File: src/rtl/ahci_dma_rd_realign.sv
// AHCI DMA read realign: drops leading words of the first beat, packs 16-bit words
// into little-endian dwords with half-word mask and last marker, buffers them in a FWFT FIFO.
module ahci_dma_rd_realign #(
    parameter int unsigned IN_WORDS   = 4,
    parameter int unsigned WCNT_BITS  = 21,
    parameter int unsigned DEPTH_BITS = 3
) (
    input  logic                          clk,
    input  logic                          rst,
    input  logic                          start,
    input  logic [WCNT_BITS-1:0]          wcnt,
    input  logic [$clog2(IN_WORDS)-1:0]   woffs,
    input  logic                          abort,
    input  logic [16*IN_WORDS-1:0]        din,
    input  logic                          din_av,
    output logic                          din_re,
    output logic                          busy,
    output logic                          done,
    output logic [31:0]                   dout,
    output logic [1:0]                    dout_dm,
    output logic                          dout_last,
    output logic                          dout_vld,
    input  logic                          dout_re,
    output logic [DEPTH_BITS:0]           fifo_cnt
);

    localparam int unsigned OW    = $clog2(IN_WORDS);
    localparam int unsigned SW    = $clog2(IN_WORDS + 2);
    localparam int unsigned LW    = WCNT_BITS + 1;
    localparam int unsigned SBITS = 16 * (IN_WORDS + 1);
    localparam int unsigned DEPTH = 1 << DEPTH_BITS;
    localparam int unsigned PW    = DEPTH_BITS + 1;

    typedef enum logic [1:0] {S_IDLE, S_XFER, S_DRAIN} state_t;

    typedef struct packed {
        logic        last;
        logic [1:0]  dm;
        logic [31:0] data;
    } entry_t;

    state_t            state_q, state_n;
    logic [LW-1:0]     in_left_q, in_left_n;
    logic              first_q, first_n;
    logic [OW-1:0]     skip_q, skip_n;
    logic [SBITS-1:0]  stage_q, stage_n;
    logic [SW-1:0]     stage_cnt_q, stage_cnt_n;
    logic [PW-1:0]     wr_ptr_q, rd_ptr_q;
    entry_t            mem [DEPTH];
    entry_t            wentry, head;

    logic full, push_two, push_pad, push, last_push, pop, room;

    assign busy     = (state_q != S_IDLE);
    assign fifo_cnt = wr_ptr_q - rd_ptr_q;
    assign dout_vld = (wr_ptr_q != rd_ptr_q);
    assign full     = ((wr_ptr_q ^ rd_ptr_q) == {1'b1, {DEPTH_BITS{1'b0}}});
    assign pop      = dout_re & dout_vld;

    // A dword leaves staging when two words are present, or one word once the input is exhausted.
    assign push_two  = (stage_cnt_q >= SW'(2));
    assign push_pad  = (stage_cnt_q == SW'(1)) && (in_left_q == '0);
    assign push      = !full && !abort && (push_two || push_pad);
    assign last_push = push && (in_left_q == '0) && (push_pad || stage_cnt_q == SW'(2));
    assign done      = last_push;
    assign room      = push ? (stage_cnt_q <= SW'(3)) : (stage_cnt_q <= SW'(1));
    assign din_re    = busy && din_av && (in_left_q != '0) && room && !abort;

    assign wentry.last = last_push;
    assign wentry.dm   = push_pad ? 2'b01 : 2'b11;
    assign wentry.data = push_pad ? {16'h0000, stage_q[15:0]} : stage_q[31:0];

    assign head      = mem[rd_ptr_q[DEPTH_BITS-1:0]];
    assign dout      = dout_vld ? head.data : '0;
    assign dout_dm   = dout_vld ? head.dm   : '0;
    assign dout_last = dout_vld ? head.last : 1'b0;

    always_comb begin
        state_n = state_q;
        case (state_q)
            S_IDLE:  if (start && !abort) state_n = S_XFER;
            S_XFER:  if (abort) state_n = S_IDLE;
                     else if (last_push) state_n = S_DRAIN;
            S_DRAIN: if (abort || (pop && fifo_cnt == PW'(1))) state_n = S_IDLE;
            default: state_n = S_IDLE;
        endcase
    end

    // Staging update: drop popped words, then append the valid words of an accepted beat.
    always_comb begin
        int popped, rc, sidx, avail, take;
        logic [SBITS-1:0]        shifted, keep, tmask;
        logic [16*IN_WORDS-1:0]  din_sh;
        popped      = 0;
        rc          = 0;
        sidx        = 0;
        avail       = 0;
        take        = 0;
        shifted     = '0;
        keep        = '0;
        tmask       = '0;
        din_sh      = '0;
        in_left_n   = in_left_q;
        first_n     = first_q;
        skip_n      = skip_q;
        stage_n     = stage_q;
        stage_cnt_n = stage_cnt_q;
        if (abort) begin
            in_left_n   = '0;
            first_n     = 1'b0;
            skip_n      = '0;
            stage_n     = '0;
            stage_cnt_n = '0;
        end else if (state_q == S_IDLE) begin
            if (start) begin
                in_left_n = LW'(wcnt) + LW'(1);
                skip_n    = woffs;
                first_n   = 1'b1;
            end
        end else begin
            popped = push ? (push_pad ? 1 : 2) : 0;
            rc     = int'(stage_cnt_q) - popped;
            sidx   = first_q ? int'(skip_q) : 0;
            avail  = int'(IN_WORDS) - sidx;
            if (din_re) take = (int'(in_left_q) < avail) ? int'(in_left_q) : avail;
            shifted     = stage_q >> (16 * popped);
            keep        = (SBITS'(1) << (16 * rc)) - SBITS'(1);
            din_sh      = din >> (16 * sidx);
            tmask       = (SBITS'(1) << (16 * take)) - SBITS'(1);
            stage_n     = (shifted & keep) | ((SBITS'(din_sh) & tmask) << (16 * rc));
            stage_cnt_n = SW'(rc + take);
            in_left_n   = in_left_q - LW'(take);
            first_n     = first_q & ~din_re;
        end
    end

    always_ff @(posedge clk or posedge rst) begin
        if (rst) begin
            state_q     <= S_IDLE;
            in_left_q   <= '0;
            first_q     <= 1'b0;
            skip_q      <= '0;
            stage_q     <= '0;
            stage_cnt_q <= '0;
            wr_ptr_q    <= '0;
            rd_ptr_q    <= '0;
        end else begin
            state_q     <= state_n;
            in_left_q   <= in_left_n;
            first_q     <= first_n;
            skip_q      <= skip_n;
            stage_q     <= stage_n;
            stage_cnt_q <= stage_cnt_n;
            wr_ptr_q    <= abort ? '0 : wr_ptr_q + PW'(push);
            rd_ptr_q    <= abort ? '0 : rd_ptr_q + PW'(pop);
        end
    end

    // FIFO storage; outputs are masked by dout_vld so no reset is needed here.
    always_ff @(posedge clk) begin
        if (push) mem[wr_ptr_q[DEPTH_BITS-1:0]] <= wentry;
    end

endmodule

File: config.mk
export PLATFORM = sky130hd
export DESIGN_NAME = ahci_dma_rd_realign
export DESIGN_NICKNAME = d
export VERILOG_FILES = /design/src/rtl/ahci_dma_rd_realign.sv
export SDC_FILE = /design/constraint.sdc
export NUM_CORES = 1
export LEC_CHECK = 0
export ABC_AREA = 1
export CORE_ASPECT_RATIO = 2
export CORE_MARGIN = 2
export CORE_UTILIZATION = 30
export DETAILED_ROUTE_END_ITERATION = 8
export PLACE_DENSITY = 0.5
export SLEW_MARGIN = 15
export SYNTH_ARGS = -nofsm -noshare
export SYNTH_HDL_FRONTEND = slang
export SYNTH_SLANG_ARGS = --single-unit
File: constraint.sdc
create_clock -name clk -period 14.09 [get_ports clk]
set_clock_uncertainty 0.15 [all_clocks]
set_input_delay 2.1135 -clock clk [delete_from_list [all_inputs] [get_ports clk]]
set_output_delay 2.1135 -clock clk [all_outputs]
set_load 0.005 [all_outputs]
## Word level (Yosys, flattened, before mapping)

Memories as Yosys holds them, arrays and structs flattened.
Cells that the tools add are included.

- Flip-flop bits (word level): 118
- Latch bits: 0
- Bits in writable memories: 280
- ROM bits: 0
- Output and inout bits: 43
- Memories: 1

- Add/subtract/negate cells: 10
- Multiply operators: 0
- Divide/modulo/power cells: 0
- Order comparisons: 4
- Eq/ne operators: 12
- Shift-type cells: 5
- Mux-type cells: 35
- Bitwise logic cells: 7
- Reduce and logical (&&, ||, !) cells: 24

Memories:

| memory | words | bits a word | rd ports | clocked after memory_dff | write ports | RTL line | text |
|---|---|---|---|---|---|---|---|
| mem | 8 | 35 | 1 | 0 | 1 | 49 | `entry_t mem [DEPTH];` |

Operators by type and width:

| cell | number |
|---|---|
| $mux 80 | 2 |
| $shl 1x32->80 const A | 2 |
| $sub 80x2->80 const B | 2 |
| $mux 28 | 4 |
| $and 64x80->80 | 1 |
| $and 80x80->80 | 1 |
| $or 80x80->80 | 1 |
| $shl 80x32->80 | 1 |
| $shr 80x6->80 | 1 |
| $mux 22 | 3 |
| $mux 32 | 2 |
| $shr 64x6->64 | 1 |
| $mux 2 | 12 |
| $lt 23x4->1 | 1 |
| $add 21x1->22 const B | 1 |
| $logic_not 22->1 | 1 |
| $reduce_bool 22->1 | 1 |
| $sub 22x22->22 | 1 |
| $logic_and 1x1->1 | 11 |
| $add 4x1->4 | 2 |
| $mux 4 | 2 |
| $mux 1 | 7 |
| $mux 3 | 2 |
| $ne 2x2->1 const B | 3 |
| other kinds (25) | 32 |

## Longest topological paths before layout

Gate-level depths: netlist of the first run.

- Word-level depth: 18
- Gate-level depth with buffers: 31
- Mapped depth without buffers: 28

## Worst setup path before layout of the first run

Ideal clock, no wire load.

- Path type: input to register
- Start point: in abort
- End point: reg stage_q[50]
- Arrival: 5.530 ns
- Required time: 13.810 ns
- Path slack: 8.280 ns
- Stages: 25
- Path buffers: 3
- Cell sequence: inv_2 -> nand2_4 -> nor3_4 -> ha_1 -> inv_1 -> fa_1 -> or2_1 -> nand2_2 -> nand2_2 -> nor2_4 -> inv_2 -> nor2_1 -> buf_2 -> inv_1 -> ha_1 -> buf_1 -> nand2_1 -> inv_2 -> nand2_2 -> buf_2 -> nor2_1 -> nor2_1 -> nand3_1 -> nand2_1 -> o21ai_1

- Longest elaborated chain between the ends: 16
- Elaborated cells on any way between the ends: 23

RTL lines:

| what | RTL line | text |
|---|---|---|
| start, declared | 13 | `input logic abort,` |
| $logic_not 1->1 | 63, 67 |  |
| $logic_and 1x1->1 (2 in a row) | 63 | `assign push = !full && !abort && (push_two \|\| push_pad);` |
| $mux 1 | 66 | `assign room = push ? (stage_cnt_q <= SW'(3)) : (stage_cnt_q <= SW'(1));` |
| $logic_and 1x1->1 (2 in a row) | 67 | `assign din_re = busy && din_av && (in_left_q != '0) && room && !abort;` |
| $mux 28 | 125 | `if (din_re) take = (int'(in_left_q) < avail) ? int'(in_left_q) : avail;` |
| $mux 28 | 114 | `end else if (state_q == S_IDLE) begin` |
| $mux 28 | 108 | `if (abort) begin` |
| $shl 1x32->80 | 129 | `tmask = (SBITS'(1) << (16 * take)) - SBITS'(1);` |
| $sub 80x2->80 | 129 |  |
| $and 64x80->80 | 130 | `stage_n = (shifted & keep) \| ((SBITS'(din_sh) & tmask) << (16 * rc));` |
| $shl 80x32->80 | 130 |  |
| $or 80x80->80 | 130 |  |
| $mux 80 | 114 |  |
| $mux 80 | 108 |  |
| end signal, assigned | 152 | `stage_q <= stage_n;` |
| end, declared | 46 | `logic [SBITS-1:0] stage_q, stage_n;` |

Several ways; a longest one is shown, not always the timed one. The select of a mux whose other input is x is not followed.
A chain may end at the register's enable or synchronous reset.

## Worst setup path in the final report of the first run

- Start point: in abort
- End point: reg stage_q[55]

Same word-level chain as after synthesis.

==> results of run 1 <==
[through the flow]
step | power (mW) | hold WS (ns) | utilization (%) | instances | setup slack (ns)
after detailed placement | 1.722 | 0.3473 | 33.17 | 3577 | 4.851
final | 2.753 | 0.3608 | 34.89 | 3643 | 5.435
after global placement | 1.716 | 0.3417 | 33.17 | 3577 | 5.008
after floorplan | 1.563 | 0.3053 | - | 2653 | 8.280
after CTS | 2.783 | 0.3571 | 34.89 | 3643 | 5.433
after global routing | 2.870 | 0.3738 | 34.89 | 3643 | 4.929
[layout make-up]
cell class,instances,share of cell area [%]
Clock inverter,17,0.9324
Sequential cell,390,43.87
Inverter,158,2.373
Timing Repair Buffer,164,6.186
Multi-Input combinational cell,1942,38.10
Tap cell,923,4.554
Clock buffer,49,3.986
[worst paths after layout]
check | slack [ns] | cells after the start | endpoint
hold reg to reg | 0.36 | 2 | stage_q[39]
setup / recovery | 5.44 | 24 | stage_q[55]
max in group asynchronous | 10.42 | 3 | stage_q[41]
hold / removal | 0.36 | 2 | stage_q[39]
min in group asynchronous | 1.86 | 2 | in_left_q[11]
setup reg to reg | 6.54 | 26 | stage_q[55]
[sequential cells by signal, summed over array words and instances (netlist names)]
register and count:
wr_ptr_q 4, skip_q 2, in_left_q 22, rd_ptr_q 4, first_q 1, mem 272
stage_cnt_q 3, state_q 2, stage_q 80
[per-layer routing]
layer  part of all wire, %  vias to the layer above  GRT usage, %  routed length [um]
met4                   3.5                        2         7.051                2540
met5                 0.016                        -             0                  12
li1                      -                     9185             -                   -
met3                   3.8                      121         1.682                2776
met1                    39                     9016         21.56               28520
met2                    54                      551         37.01               39300
[power by group through the flow]
stage / clock network (mW) / registers [mW] / logic (mW)
3_3_place_gp: 0 / 1.29 / 0.429
3_5_place_dp: 0 / 1.29 / 0.434
5_1_grt: 1.12 / 1.27 / 0.483
4_1_cts: 1.08 / 1.26 / 0.436
6_report: 1.06 / 1.26 / 0.432
2_1_floorplan: 0 / 1.28 / 0.285
[worst max-delay path, delay by kind of cell]
kind | cells | cell delay [ns]
AND/OR/NAND/NOR | 13 | 3.02
AO/OA/AOI/OAI | 1 | 0.08
adder cells (fa/ha/maj) | 2 | 1.09
buffers and inverters | 8 | 2.58
[cells by family (layout without fill, tap and decap cells)]
family,count (synthesis),count (layout)
muxes,3,3
AOI/OAI and AO/OA,682,682
adders and majority gates,41,41
xor gates and xnor gates,14,14
other,1,18
and+or+nand+nor,1184,1184
buffers and inverters,321,388
DFF,390,390
[layout by cell type (no fill, tap or decap), types with 4 or more instances in the layout]
cell,count
o21ai_0,312
a22o_1,5
nor2_2,8
nand2_1,527
a21o_1,8
bufinv_16,5
or2_2,9
inv_1,134
o31ai_1,13
nand3_1,131
clkbuf_16,37
o21ai_1,81
inv_2,18
clkdlybuf4s50_1,135
a31oi_1,35
fa_1,4
clkbuf_1,8
clkbuf_8,4
a32o_1,5
clkinv_2,4
xnor2_1,4
nor3_1,23
a21oi_1,120
edfxtp_1,272
nor2_1,384
nand4_1,52
dfrtp_1,116
o211ai_1,38
o22ai_1,39
nor2_4,14
nand2_2,22
buf_4,29
o21ai_2,17
xor2_1,10
ha_1,36
conb_1,18
==> metrics.cfg, run 1 <==
[status]
outcome=complete, no violations

[timing]
period_share_pct=61.42
period_needed_ns=8.655
rsz0062_at_grt=no
setup_viol=0
setup_tns_ns=0
relSlewSlack_pct=29.39
worst_slew_pin_slew_ns=1.059
timing.fmax_mhz=115.5
maxSlewViolCount=0
hold_viol=0

[place]
gp_congestion=0.8997
hpwlAfterDp_um=50200
io_buffer_count=135
place_area_mm2=0.02411

[floorplan]
num_io_pins=136
rows=140
dieArea_mm2=0.07549
start_util_pct=30.20
core-area_mm2=0.07269
dieHeight_um=386.6
die_x_um=195.3

[cts]
cts_post_setup_buffers_inserted=0
cts_resized=0
clockRootBuffer=clkbuf_16
numCtsBuffers=36
clk_pin_slew_ns=0.06
h-tree-depth=2
cts_tree=yes
cts_num_sinks=390
cts_buffer_depth=3
hold_buffers=0
insertion_delay_ns=0.56

[synth]
synth.most_common_cell=nand2_1
syn_area_mm2=0.02195
synth_fa_ha_area_share_pct=2.473
syn-mean-instance-area_um2=8.328
syn_inst=2636
synth-seq-area-share_pct=50.66
synthMuxAreaShare_pct=0.1368
synth_top_cell_area_share_pct=37.21
dominantRegCellSynth=edfxtp_1
yosys_warnings=0
synth-compound-area-share_pct=17.28
synth_top_area_cell=edfxtp_1
ys_async_sr_fraction_pct=30.26
synth_common_cells=528 x nand2_1, 396 x nor2_1, 312 x o21ai_0
ys_ff_latch=390
synth_xor_area_share_pct=0.5585
synth-simple-area-share_pct=22.83
synth_top_family_by_area=simple AND/OR/NAND/NOR gates
yosys.cell_types.count=56
synth.area.top_cells=edfxtp_1 37%, dfrtp_1 13%, nand2_1 9.0%
synth_edf_count=272

[finish]
areaGrowthSynthToFinish_pct=15.52
final_area_mm2=0.02536
seq_area_mm2=0.01113
drive_gt1_share_pct=7.132
nNetsFinal=2826
diodes=0
multiInputGateArea_mm2=0.009663
n_fill_cell=7480

[critical_path]
crit_chain=clkdlybuf4s50_1 > inv_2 > nand2_4 > nor2_2 > buf_4 > inv_2 > buf_4 > fa_1 > or2_1 > nand2_2 > nand2_2 > nor2_4 > inv_2 > nor2_2 > inv_2 > ha_1 > nand2_1 > inv_2 > nand2_2 > nor2_1 > nor2_1 > nand3_1 > nand2_1 > o21ai_1
startpoint=abort
path_class=in2reg
cp.required_ns=14.36
slowest_delay_ns=0.65
crit_fanout=62
critPathSlowestCell=clkdlybuf4s50_1
worstPathArrival_ns=8.93
start_kind=input pin
reg2reg_from=rd_ptr_q[0]
cp-end-kind=flop
cp_common_cell=inv_2

[drt]
ant_nets=0
drc=0
vias=18880
post_drt_wl_per_cell_um=20.08
vias_per_cell=5.181
drt-total-wl_um=73140
drt_iter0_markers=1351
first_pass_iters=7

[power]
p_seq_share_pct=45.9
p_int_mw=1.983
max-vdd-ir-drop_v=0.00006737
p_clk_share_pct=38.4
leakagePower_nw=9.943
cellPowerDensity_mw_per_mm2=108.6
power.switching_mw=0.7707
pwr-share-comb_pct=15.7
power_switching_share_pct=27.99

[flow_run]
max_cap_viol_count=0

[min_path]
hp-class=reg2reg
hold_path.startpoint=stage_q[39]

[grt]
antenna_found_initial=1
grt_pass1_wl_um=112400
grt_pass1_vias=19010
grt_max_degree=97
track_usage_pct=19.18
grt-ovfl-total=0

Note: power is estimated with default switching activity, not from simulation.
==> run 2, diff against run 1 <==
--- a/config.mk
+++ b/config.mk
@@ -10,7 +10,7 @@
 export CORE_MARGIN = 2
 export CORE_UTILIZATION = 30
 export DETAILED_ROUTE_END_ITERATION = 8
-export PLACE_DENSITY = 0.5
+export PLACE_DENSITY = 0.52
 export SLEW_MARGIN = 15
 export SYNTH_ARGS = -nofsm -noshare
 export SYNTH_HDL_FRONTEND = slang
==> constraint.sdc (replaced) <==
create_clock -name clk -period 7.9 [get_ports clk]
set_clock_uncertainty 0.15 [all_clocks]
set_input_delay 1.185 -clock clk [delete_from_list [all_inputs] [get_ports clk]]
set_output_delay 1.185 -clock clk [all_outputs]
set_load 0.005 [all_outputs]
==> metrics.cfg, run 2 (synthesized netlist as in run 1, its figures left out) <==
[min_path]
holdPathStages=2  ; unchanged
hp-class=reg2reg  ; unchanged
hold_path.startpoint=stage_q[38]  ; was stage_q[39]
min_to=stage_q[38]  ; was stage_q[39]

[timing]
relSlewSlack_pct=26.57  ; was 29.39%
period_needed_ns=6.029
setup_viol=0  ; unchanged
worst_slack_ns=1.871  ; was 5.435 ns
worst_slew_pin_slew_ns=1.101  ; was 1.059 ns
rsz0062_at_grt=no  ; unchanged
timing.fmax_mhz=165.9
period_share_pct=76.31
hold_viol=0  ; unchanged
maxSlewViolCount=0  ; unchanged
setup_tns_ns=0  ; unchanged
whs_ns=0.3581  ; was 0.3608 ns

[grt]
grt_pass1_wl_um=108500  ; was 112400 um
grt_busiest_layer=met2  ; unchanged
met3_usage_pct=1.482  ; was 1.682%
grt_use_met1_pct=21.16  ; was 21.56%
track_usage_pct=18.23  ; was 19.18%
use_met2_pct=34.63  ; was 37.01%
grt_pass1_vias=18760  ; was 19010
grt_max_degree=101  ; was 97
antenna_found_initial=0  ; was 1
grt-ovfl-total=0  ; unchanged

[finish]
n_fill_cell=7435  ; was 7480
largest_reg_flops=272  ; unchanged
seq_area_mm2=0.01113  ; unchanged
nNetsFinal=2832  ; was 2826
multiInputGateArea_mm2=0.009661  ; was 0.009663 mm2
drive_gt1_share_pct=6.865  ; was 7.132%
areaGrowthSynthToFinish_pct=14.94  ; was 15.52%
layout_common_cells=527 x nand2_1, 385 x nor2_1, 312 x o21ai_0  ; was 527 x nand2_1, 384 x nor2_1, 312 x o21ai_0
diodes=0  ; unchanged
final_common_cell=nand2_1  ; unchanged

[critical_path]
r2r_slack_ns=2.09  ; was 6.54 ns
timing.rr.end=stage_q[60]  ; was stage_q[55]
reg2reg_from=rd_ptr_q[0]  ; unchanged
cp-end-kind=flop  ; unchanged
rr_worst_depth=26  ; unchanged
cp.required_ns=8.22  ; was 14.36 ns
worstPathArrival_ns=6.35  ; was 8.93 ns
start_kind=input pin  ; unchanged
path_class=in2reg  ; unchanged
crit_fanout=22  ; was 62

[cts]
cts_tree=yes  ; unchanged
insertion_delay_ns=0.56  ; about the same
numCtsBuffers=35  ; was 36
cts_num_sinks=390  ; unchanged
clockRootBuffer=clkbuf_16  ; unchanged
cts_post_setup_buffers_inserted=0  ; unchanged
h-tree-depth=2  ; unchanged
cts_resized=0  ; unchanged
clk_pin_slew_ns=0.07  ; was 0.06 ns
hold_buffers=0  ; unchanged
cts_buffer_depth=3  ; unchanged

[place]
hpwlAfterDp_um=47050  ; was 50200 um
io_buffer_count=135  ; unchanged
gp_congestion=0.8751  ; was 0.8997
pre_cts_ws_ns=1.265  ; was 4.851 ns

[drt]
drt_iter0_markers=1259  ; was 1351
post_drt_wl_per_cell_um=19.02  ; was 20.08 um
vias_per_cell=5.120  ; was 5.181
first_pass_iters=5  ; was 7
vias=18670  ; was 18880
drt-total-wl_um=69380  ; was 73140 um
ant_nets=0  ; unchanged
drc=0  ; unchanged

[flow_run]
max_cap_viol_count=0  ; unchanged

[power]
max-vdd-ir-drop_v=0.0001161  ; was 0.00006737 V
cellPowerDensity_mw_per_mm2=185.6  ; was 108.6 mW/mm2
leakagePower_nw=9.886  ; was 9.943 nW
finalPower_mw=4.683  ; was 2.753 mW

[floorplan]
rows=140  ; unchanged
core-area_mm2=0.07269  ; unchanged
dieHeight_um=386.6  ; unchanged
dieArea_mm2=0.07549  ; unchanged
die_x_um=195.3  ; unchanged
num_io_pins=136  ; unchanged
start_util_pct=30.20  ; unchanged

[status]
outcome=complete, no violations  ; unchanged

[run 2: changes by cell type in the layout (fill, tap and decap cells not counted), moves of 2 or more]
cell       previous run  this run
clkinv_1              2        13
buf_4                29        36
inv_6                 3         1
clkinv_4              2         0
clkbuf_8              4         1
bufinv_16             5         1
[run 2: area by class of cell]
| class | instances | share of cell area (%) |
|---|---|---|
| Tap cell | 923 | 4.577 |
| Clock buffer | 44 | 3.729 |
| Timing Repair Buffer | 171 | 6.426 |
| Clock inverter | 19 | 0.5107 |
| Inverter | 158 | 2.385 |
| Sequential cell | 390 | 44.09 |
| Multi-Input combinational cell | 1942 | 38.28 |
[run 2: worst max path at each step]
stage | startpoint | end | cells past startpoint
after detailed placement | abort | stage_q[41] | 19
final | abort | stage_q[60] | 24
after CTS | abort | stage_q[41] | 19
after floorplan | rd_ptr_q[1] | stage_q[50] | 31
after global placement | abort | stage_q[41] | 19
after global routing | abort | stage_q[61] | 24
[run 2: per-stage QoR]
step / util (%) / std cells / instance area, um2
finish: 34.71 / 3647 / 25230
global placement: 33.24 / 3584 / 24160
global route: 34.71 / 3647 / 25230
CTS: 34.71 / 3647 / 25230
floorplan: - / 2653 / 22020
detailed placement: 33.24 / 3584 / 24160
[run 2: layer usage]
metal / share of wire (%) / routed length, um
met1: 41 / 28360
met2: 53 / 36960
met3: 3.0 / 2099
met4: 2.8 / 1952
met5: 0 / 0
[run 2: critical path: stages]
cell,delay [ns]
clkdlybuf4s50_1,0.65
inv_2,0.26
nand2_4,0.12
nor3_4,0.48
ha_2,0.34
inv_1,0.06
fa_1,0.38
nand2_1,0.09
nand2_2,0.09
nand2_2,0.06
buf_4,0.28
nor2_4,0.05
inv_2,0.41
nor2_1,0.11
inv_1,0.09
ha_1,0.63
nand2_1,0.18
inv_2,0.10
nand2_2,0.23
nor2_1,0.20
nor2_1,0.06
nand3_1,0.07
nand2_1,0.06
o21ai_1,0.11
[run 2: power breakdown]
group / switching (mW) / internal, mW / total (mW)
Sequential: 0.0395 / 2.21 / 2.25
Combinational: 0.516 / 0.257 / 0.773
Clock: 0.774 / 0.883 / 1.66
Total: 1.33 / 3.35 / 4.68
==> run 3, diff against run 2 <==
--- a/config.mk
+++ b/config.mk
@@ -10,7 +10,7 @@
 export CORE_MARGIN = 2
 export CORE_UTILIZATION = 30
 export DETAILED_ROUTE_END_ITERATION = 8
-export PLACE_DENSITY = 0.52
+export PLACE_DENSITY = 0.5
 export SLEW_MARGIN = 15
 export SYNTH_ARGS = -nofsm -noshare
 export SYNTH_HDL_FRONTEND = slang
==> constraint.sdc (replaced) <==
create_clock -name clk -period 6.1 [get_ports clk]
set_clock_uncertainty 0.15 [all_clocks]
set_input_delay 0.915 -clock clk [delete_from_list [all_inputs] [get_ports clk]]
set_output_delay 0.915 -clock clk [all_outputs]
set_load 0.005 [all_outputs]
==> metrics.cfg, run 3 (synthesized netlist as in run 1, its figures left out) <==
[status]
outcome=complete, no violations  ; unchanged

[drt]
post_drt_wl_per_cell_um=19.21  ; was 19.02 um
vias_per_cell=5.190  ; was 5.120
ant_nets=0  ; unchanged
vias=18970  ; was 18670
drc=0  ; unchanged
drt-total-wl_um=70180  ; was 69380 um
drt_iter0_markers=1529  ; was 1259
first_pass_iters=6  ; was 5

[critical_path]
crit_fanout=22  ; unchanged
cp-end-kind=flop  ; unchanged
start_kind=flop  ; was input pin
cpLargestDelayFamily=simple AND/OR/NAND/NOR gates  ; was buffers and inverters
worstPathArrival_ns=5.54  ; was 6.35 ns
startpoint=rd_ptr_q[1]  ; was abort
slowest_delay_ns=0.65  ; about the same
path_class=reg2reg  ; was in2reg
cp.required_ns=6.44  ; was 8.22 ns
critPathSlowestCell=ha_1  ; was clkdlybuf4s50_1
reg2reg_from=rd_ptr_q[1]  ; was rd_ptr_q[0]
timing.critical_path.buf_inv=6  ; was 7

[cts]
clk_pin_slew_ns=0.08  ; was 0.07 ns
cts_resized=0  ; unchanged
clockRootBuffer=clkbuf_16  ; unchanged
numCtsBuffers=35  ; unchanged
cts_post_setup_buffers_inserted=0  ; unchanged
cts_buffer_depth=3  ; unchanged
cts_num_sinks=390  ; unchanged
insertion_delay_ns=0.56  ; about the same
cts_tree=yes  ; unchanged
h-tree-depth=2  ; unchanged
hold_buffers=0  ; unchanged

[flow_run]
max_cap_viol_count=0  ; unchanged

[timing]
setup_viol=0  ; unchanged
rsz0062_at_grt=no  ; unchanged
worst_slew_pin_slew_ns=1.093  ; was 1.101 ns
period_share_pct=85.26
whs_ns=0.3617  ; was 0.3581 ns
timing.fmax_mhz=192.3
hold_viol=0  ; unchanged
period_needed_ns=5.201
setup_tns_ns=0  ; unchanged
maxSlewViolCount=0  ; unchanged
relSlewSlack_pct=27.11  ; was 26.57%

[finish]
final_common_cell=nand2_1  ; unchanged
nNetsFinal=2841  ; was 2832
diodes=0  ; unchanged
final_area_mm2=0.02537  ; was 0.02523 mm2
layout_common_cells=527 x nand2_1, 385 x nor2_1, 312 x o21ai_0  ; unchanged
areaGrowthSynthToFinish_pct=15.55  ; was 14.94%
largest_reg_flops=272  ; unchanged
drive_gt1_share_pct=7.360  ; was 6.865%

[grt]
use_met2_pct=35.17  ; was 34.63%
track_usage_pct=18.38  ; was 18.23%
met3_usage_pct=1.403  ; was 1.482%
antenna_found_initial=0  ; unchanged
grt_pass1_vias=18710  ; was 18760
grt_pass1_wl_um=108900  ; was 108500 um
grt_use_met1_pct=21.57  ; was 21.16%
grt_busiest_layer=met2  ; unchanged
grt_max_degree=119  ; was 101
grt-ovfl-total=0  ; unchanged

[place]
place_area_mm2=0.02424  ; was 0.02416 mm2
io_buffer_count=135  ; unchanged
hpwlAfterDp_um=47810  ; was 47050 um
gp_congestion=0.8919  ; was 0.8751

[min_path]
hold_path.startpoint=stage_q[42]  ; was stage_q[38]
hp-class=reg2reg  ; unchanged

[floorplan]
die_x_um=195.3  ; unchanged
dieArea_mm2=0.07549  ; unchanged
start_util_pct=30.20  ; unchanged
dieHeight_um=386.6  ; unchanged
core-area_mm2=0.07269  ; unchanged
num_io_pins=136  ; unchanged
rows=140  ; unchanged

[power]
p_seq_share_pct=47.1  ; was 48.1%
max-vdd-ir-drop_v=0.0001602  ; was 0.0001161 V
power_switching_share_pct=28.21  ; was 28.40%
p_clk_share_pct=36.4  ; was 35.4%
power.switching_mw=1.743  ; was 1.330 mW
cellPowerDensity_mw_per_mm2=243.5  ; was 185.6 mW/mm2
leakagePower_nw=9.977  ; was 9.886 nW
pwr-share-comb_pct=16.4  ; was 16.5%
p_int_mw=4.434  ; was 3.353 mW

==> run 3: layer usage <==
metal	share of wire (%)	up-vias
li1	-	9213
met1	40	9047
met2	54	618
met3	4.3	87
met4	2.2	0
met5	0	-
==> run 3: worst paths after layout <==
path	end	slack, ns	depth (start not counted)
max in group asynchronous	stage_q[53]	4.45	3
worst max register to register	stage_q[55]	0.90	27
worst max-delay path	stage_q[55]	0.90	27
worst min register to register	stage_q[42]	0.36	2
worst min-delay path	stage_q[42]	0.36	2
min in group asynchronous	in_left_q[17]	0.67	3
==> run 3: layout make-up <==
class | instances | area (um2)
multi-input cells | 1942 | 9652
inverters | 158 | 601.8
flip-flops and latches | 390 | 11130
clock buffers | 46 | 979.7
well taps | 923 | 1155
repair buffers | 180 | 1702
fillers | 7506 | 47330
clock inverters | 15 | 151.4
==> run 3: worst register-to-register path: stages, from the launching register on <==
cell     delay [ns]
dfrtp_2        0.50
inv_2          0.20
ha_1           0.26
nand2_1        0.08
nor2_1         0.07
nand2_2        0.09
nand2_4        0.09
nor3_4         0.23
ha_2           0.25
inv_1          0.06
fa_1           0.38
nand2_1        0.09
nand2_2        0.09
nand2_2        0.10
nor2_4         0.04
inv_2          0.42
nor2_1         0.08
buf_4          0.22
inv_1          0.08
ha_1           0.65
nand2_1        0.19
inv_2          0.10
nand2_2        0.21
nor2_1         0.21
nor2_1         0.06
nand3_1        0.08
nand2_1        0.05
o21ai_1        0.11
==> run 3: power by group through the flow <==
stage | Combinational (mW) | Sequential (mW) | Clock [mW]
global placement | 1.01 | 2.96 | 0
floorplan | 0.658 | 2.95 | 0
global route | 1.14 | 2.92 | 2.38
finish | 1.01 | 2.91 | 2.25
CTS | 1.02 | 2.91 | 2.31
detailed placement | 1.02 | 2.97 | 0
==> run 3: per-stage QoR <==
| stage | utilization [%] | worst slack, ns | std cells | power (mW) |
|---|---|---|---|---|
| floorplan | - | 1.069 | 2653 | 3.609 |
| global placement | 33.34 | 0.6031 | 3593 | 3.974 |
| detailed placement | 33.34 | 0.5130 | 3593 | 3.983 |
| CTS | 34.89 | 0.8517 | 3654 | 6.241 |
| global route | 34.89 | 0.4480 | 3654 | 6.432 |
| finish | 34.89 | 0.8990 | 3654 | 6.176 |
